==> src/rtl/multicycle_seq.sv <==
// multicycle_seq -- control FSM for a multi-cycle processor datapath.
//
// Walks each instruction through FETCH -> DECODE -> EXEC -> (MEM) -> (WB)
// and drives the datapath control strobes for the current cycle. The strobes
// are decoded from the registered state and the live inputs, because the
// memory-ack cycle must raise ir_we/pc_we in that same cycle.
//
// Ports
//   clk          rising-edge clock
//   rst          synchronous, active-high reset
//   inst         instruction register contents, opcode = inst[31:28]
//   alu_z/alu_n  ALU zero/negative flags, meaningful during EXEC
//   mem_ack      memory completes the current request this cycle
//   mem_req      memory request
//   mem_we       memory write enable
//   addr_sel     memory address source (1 = PC, 0 = ALU result)
//   ir_we        instruction register load
//   pc_we        PC load
//   pc_src       PC source (0 = PC+1, 1 = register target)
//   reg_we       register file write enable
//   reg_src      register write data source (0 = ALU, 1 = memory)
//   alusrc       ALU operand B select
//   aluop        ALU operation
//   retire       one-cycle pulse in the final cycle of an instruction
//   retired_cnt  count of completed instructions (wraps)
//   state        current FSM state code, for observation
//
// Memory handshake: mem_req is held high for the whole FETCH or MEM state;
// the request completes in the cycle where mem_req and mem_ack are both high.
// mem_ack is ignored in every other state.
module multicycle_seq (
  input  logic        clk,
  input  logic        rst,
  input  logic [31:0] inst,
  input  logic        alu_z,
  input  logic        alu_n,
  input  logic        mem_ack,
  output logic        mem_req,
  output logic        mem_we,
  output logic        addr_sel,
  output logic        ir_we,
  output logic        pc_we,
  output logic        pc_src,
  output logic        reg_we,
  output logic        reg_src,
  output logic        alusrc,
  output logic [2:0]  aluop,
  output logic        retire,
  output logic [15:0] retired_cnt,
  output logic [2:0]  state
);

  typedef enum logic [2:0] {
    S_FETCH  = 3'd0,
    S_DECODE = 3'd1,
    S_EXEC   = 3'd2,
    S_MEM    = 3'd3,
    S_WB     = 3'd4
  } state_t;

  state_t      state_q;
  state_t      state_d;
  logic        z_q;
  logic        n_q;
  logic [15:0] cnt_q;

  logic [3:0]  op;
  logic        is_alu;
  logic        is_load;
  logic        is_store;
  logic        is_j;
  logic        is_brz;
  logic        is_brn;
  logic        is_svpc;
  logic        unused_inst;

  assign op          = inst[31:28];
  assign unused_inst = ^inst[27:0];

  assign is_alu   = (op[3:2] == 2'b01);
  assign is_load  = (op == 4'b1110);
  assign is_store = (op == 4'b0011);
  assign is_j     = (op == 4'b1000);
  assign is_brz   = (op == 4'b1001);
  assign is_brn   = (op == 4'b1011);
  assign is_svpc  = (op == 4'b1111);

  // Opcode is only looked at outside FETCH, so the IR may change freely
  // while an instruction is being fetched.
  always_comb begin
    state_d  = S_FETCH;
    mem_req  = 1'b0;
    mem_we   = 1'b0;
    addr_sel = 1'b0;
    ir_we    = 1'b0;
    pc_we    = 1'b0;
    pc_src   = 1'b0;
    reg_we   = 1'b0;
    reg_src  = 1'b0;
    alusrc   = 1'b0;
    aluop    = 3'b000;
    retire   = 1'b0;
    case (state_q)
      S_FETCH: begin
        mem_req  = 1'b1;
        addr_sel = 1'b1;
        if (mem_ack) begin
          ir_we   = 1'b1;
          pc_we   = 1'b1;
          state_d = S_DECODE;
        end else begin
          state_d = S_FETCH;
        end
      end
      S_DECODE: state_d = S_EXEC;
      S_EXEC: begin
        if (is_alu) begin
          case (op[1:0])
            2'b10:   aluop = 3'b010;
            2'b11:   aluop = 3'b001;
            default: aluop = 3'b100;
          endcase
          alusrc  = (op[1:0] == 2'b01);
          state_d = S_WB;
        end else if (is_svpc) begin
          aluop   = 3'b100;
          alusrc  = 1'b1;
          state_d = S_WB;
        end else if (is_load || is_store) begin
          aluop   = 3'b100;
          state_d = S_MEM;
        end else begin
          // Jumps, branches and NOPs finish here. Branches test the flags
          // captured by the last ALU instruction, not the live ALU flags.
          retire  = 1'b1;
          state_d = S_FETCH;
          if (is_j || (is_brz && z_q) || (is_brn && n_q)) begin
            pc_we  = 1'b1;
            pc_src = 1'b1;
          end
        end
      end
      S_MEM: begin
        mem_req = 1'b1;
        mem_we  = is_store;
        if (!mem_ack) begin
          state_d = S_MEM;
        end else if (is_store) begin
          retire  = 1'b1;
          state_d = S_FETCH;
        end else begin
          state_d = S_WB;
        end
      end
      S_WB: begin
        reg_we  = 1'b1;
        reg_src = is_load;
        retire  = 1'b1;
        state_d = S_FETCH;
      end
      default: state_d = S_FETCH;
    endcase

    // Reset silences every control strobe in the same cycle, which is what
    // abandons an in-flight instruction without side effects.
    if (rst) begin
      mem_req  = 1'b0;
      mem_we   = 1'b0;
      addr_sel = 1'b0;
      ir_we    = 1'b0;
      pc_we    = 1'b0;
      pc_src   = 1'b0;
      reg_we   = 1'b0;
      reg_src  = 1'b0;
      alusrc   = 1'b0;
      aluop    = 3'b000;
      retire   = 1'b0;
      state_d  = S_FETCH;
    end
  end

  always_ff @(posedge clk) begin
    if (rst) begin
      state_q <= S_FETCH;
      z_q     <= 1'b0;
      n_q     <= 1'b0;
      cnt_q   <= 16'h0000;
    end else begin
      state_q <= state_d;
      if (state_q == S_EXEC && is_alu) begin
        z_q <= alu_z;
        n_q <= alu_n;
      end
      if (retire) begin
        cnt_q <= cnt_q + 16'h0001;
      end
    end
  end

  assign retired_cnt = cnt_q;
  assign state       = state_q;

endmodule

==> config.mk <==
export PLATFORM = sky130hd
export DESIGN_NAME = multicycle_seq
export DESIGN_NICKNAME = d
export VERILOG_FILES = /design/src/rtl/multicycle_seq.sv
export SDC_FILE = /design/constraint.sdc
export NUM_CORES = 1
export LEC_CHECK = 0
export CAP_MARGIN = 10
export CORE_AREA = 2 2 78 58
export DETAILED_ROUTE_END_ITERATION = 8
export DIE_AREA = 0 0 80 60
export GPL_ROUTABILITY_DRIVEN = 0
export PLACE_DENSITY = 0.83
export SYNTH_ARGS = -nofsm -noshare
export SYNTH_HDL_FRONTEND = slang
export SYNTH_SLANG_ARGS = --single-unit
export TNS_END_PERCENT = 100
==> constraint.sdc <==
create_clock -name clk -period 2.05 [get_ports clk]
set_input_delay 0.41 -clock clk [delete_from_list [all_inputs] [get_ports clk]]
set_output_delay 0.41 -clock clk [all_outputs]
set_load 0.02 [all_outputs]
==> run metrics <==
max_cap viols 0; initial antenna violation count 0; crit start category flop; Max VDD drop between 0.2 and 0.25 mV; proportion of layout cells with a drive suffix above 1 42.0%; clock slew at reported path FFs 0.08 ns; Tcrit/Tclk final 103%; Root Driver clkbuf_8; dpl ws -0.705 ns; WL final 4.76 mm; Setup violations, final 9; total global routing overflow 0; CP max stage cell a2111o_4; worst path buffer plus inverter count 1; CP Class reg2out; Setup crit end kind output pin; vias 1,634; DR WL/cell 15.6 µm; PD cells 359 nW/µm²; FF-to-FF Start state[0]; die width ~80 µm; vias per inst 5.36; Power Total a little over 900 µW; worst hold path endpoint n_q; worst path arrival time between 1.5 and 2 ns; CP max stage delay 0.42 ns; Slew headroom about 74%; num rows 20; most frequent cells in the layout buf_4 (38), clkdlybuf4s50_1 (21), nor2_1 (19); violated checks negative setup slack; RSZ-0062 raised after global routing yes; H-tree depth 1; Fillers 346; Inst Count DP 290; CTS tree done; beginning of the worst hold path n_q; Die Y 60 µm; diode count 0; Starting Density 35.2%; Residual DRC 0; pin count of the biggest net entering global routing 31; Slew @ Worst Pin 0.390 ns; Die Area around 4800 µm²; Mapped Cells 176; hpwl dp 3.03 mm; worst hold stages 2; Max FO, Critical Path 3; CTS Buf Count 3; status complete, but fails checks; dpl cell area 2130 µm²; #FFs+latches synth 21; Worst EP required approximately 1.6 ns; Static Leakage 0.000931 µW; vias in the first global route 1,500; IO Count 69; Net Count, Synth 214; fmax between 0.4 and 0.5 GHz; clk buf depth 2; Top Family by Delay on Critical Path compound AO/OA/AOI/OAI gates; global-route wire length before repair 7.34 mm; Hold Buf Count CTS 0; Area Overhead vs Synth 75.3%; sequential share of the synthesized area ~29%; Hold Fails Final Rpt 0; nets@finish 289; Multi-input gate area roughly 1200 µm²; Non-Filler Instances 305; Sequential Area 424 µm²; reg2reg setup slack -0.05 ns; worst setup margin -0.0644 ns; cell area after layout 2530 µm²; Unique masters post-synth 38; Worst Hold Class reg2reg; Core Area 4100 µm²; most common library cell in the layout ignoring fill and taps buf_4; All-Layer GR Usage 19.6%; fin. max-slew vios 0; worst reg2reg path endpoint retired_cnt[10]; min Tclk post-route 2.11 ns; 1st-iter DRT viols 214; Detailed Routing Iterations Pass 1 4; Antenna Violating Nets Remaining 0; Ys Warns 0; worst skew pair latency 0.26 ns; I/O Buffers 40; reg2reg path depth 5; Mapped Area ~1400 µm²; clk sinks 21; Avg Inst Size Synth 8.22 µm²; clock skew 0.00126 ns; CP cell instances or3b_4, a2111o_4, a21oi_4, buf_6
[synthesized netlist by cell type]
library cell	instances	area (µm²)
dfxtp_1	21	420
nor2_1	21	78.8
nor2b_1	16	100
nand2_1	13	48.8
a21oi_1	12	60.1
nand3_1	11	55.1
clkbuf_1	8	30.0
mux2_1	8	90.1
a2111oi_2	6	90.1
mux2_2	6	67.6
o21ai_0	5	25.0
buf_2	4	20.0
nor3_1	4	20.0
a211oi_1	3	22.5
and4_1	3	26.3
nand4b_1	3	26.3
a2111oi_0	2	17.5
a211oi_2	2	25.0
a21boi_0	2	15.0
buf_4	2	15.0
inv_1	2	7.51
nand3b_1	2	15.0
nand4_1	2	12.5
nor3b_1	2	15.0
nor4_1	2	12.5
or2_2	2	12.5
a2111o_4	1	21.3
a311oi_1	1	8.76
and2_1	1	6.26
and3_1	1	6.26
and3b_1	1	8.76
ha_1	1	12.5
nand2b_1	1	6.26
o32a_1	1	10.0
o32ai_1	1	8.76
or3b_2	1	8.76
or3b_4	1	11.3
xnor2_1	1	8.76
[per-layer routing]
| metal | part of all wire, % | up-vias | GRT usage (%) |
|---|---|---|---|
| li1 | - | 787 | - |
| met1 | 46 | 787 | 28.5 |
| met3 | 7.0 | 2 | 4.53 |
| met5 | 0 | - | 0 |
| met4 | 0.27 | 0 | 2.91 |
| met2 | 46 | 58 | 30.4 |
[worst max path at each step]
stage	slack, ns	depth (start not counted)	start	endpoint
floorplan	-0.02	4	state[1]	ir_we
global placement	-0.67	5	inst[31]	retire
detailed placement	-0.70	5	inst[28]	retire
CTS	-0.07	5	state[0]	aluop[2]
global route	-0.11	5	state[0]	retired_cnt[10]
finish	-0.06	4	state[0]	retire
[power by group]
| group | internal (µW) | switching (µW) | total (µW) |
|---|---|---|---|
| clock network | 139 | 140 | 278 |
| registers | 412 | 4.03 | 416 |
| logic | 104 | 110 | 215 |
| total | 655 | 254 | 909 |
[area by class of cell]
class / instances / share of cell area, %
multi-input cells: 139 / 47.8
inverters: 2 / 0.296
clock buffers: 4 / 1.78
well taps: 55 / 2.71
repair buffers: 84 / 30.7
flip-flops and latches: 21 / 16.7
[cell families after synthesis]
kind of cell | synth area share (%)
xor gates and xnor gates | 0.606
and+or+nand+nor | 32.5
DFF | 29.1
muxes | 10.9
AOI/OAI and AO/OA | 21.0
buffers and inverters | 5.02
adders and majority gates | 0.865
[timing repair]
action / in CTS / in global routing
endpoints found under the setup margin: 27 / 23
hold endpoints to repair: 0 / 0
gates resized for setup: 81 / 39
gates cloned: 2 / 0
setup buffers: 8 / 1
pin swaps: 5 / 3
[worst reg2reg max path, stage by stage (launching register included)]
cell and delay (ns):
dfxtp_2 0.33, or3b_4 0.41, a2111o_4 0.42, buf_16 0.17, a2111oi_4 0.33, mux2_4 0.34
[flip-flops by register name, summed over array words and instances (netlist names)]
| register | flops |
|---|---|
| z_q | 1 |
| n_q | 1 |
| retired_cnt | 16 |
| state | 3 |
[metrics by stage]
| stage | hold slack, ns | setup TNS [ns] | utilization (%) |
|---|---|---|---|
| 6_report | 0.460 | -0.335 | 61.8 |
| 5_1_grt | 0.476 | -0.879 | 61.8 |
| 4_1_cts | 0.461 | -0.343 | 59.6 |
| 3_5_place_dp | 0.449 | -13.62 | 51.8 |
| 3_3_place_gp | 0.454 | -12.69 | 51.8 |
| 2_1_floorplan | 0.437 | -0.0306 | - |
Power figures use the tool's default switching activity.
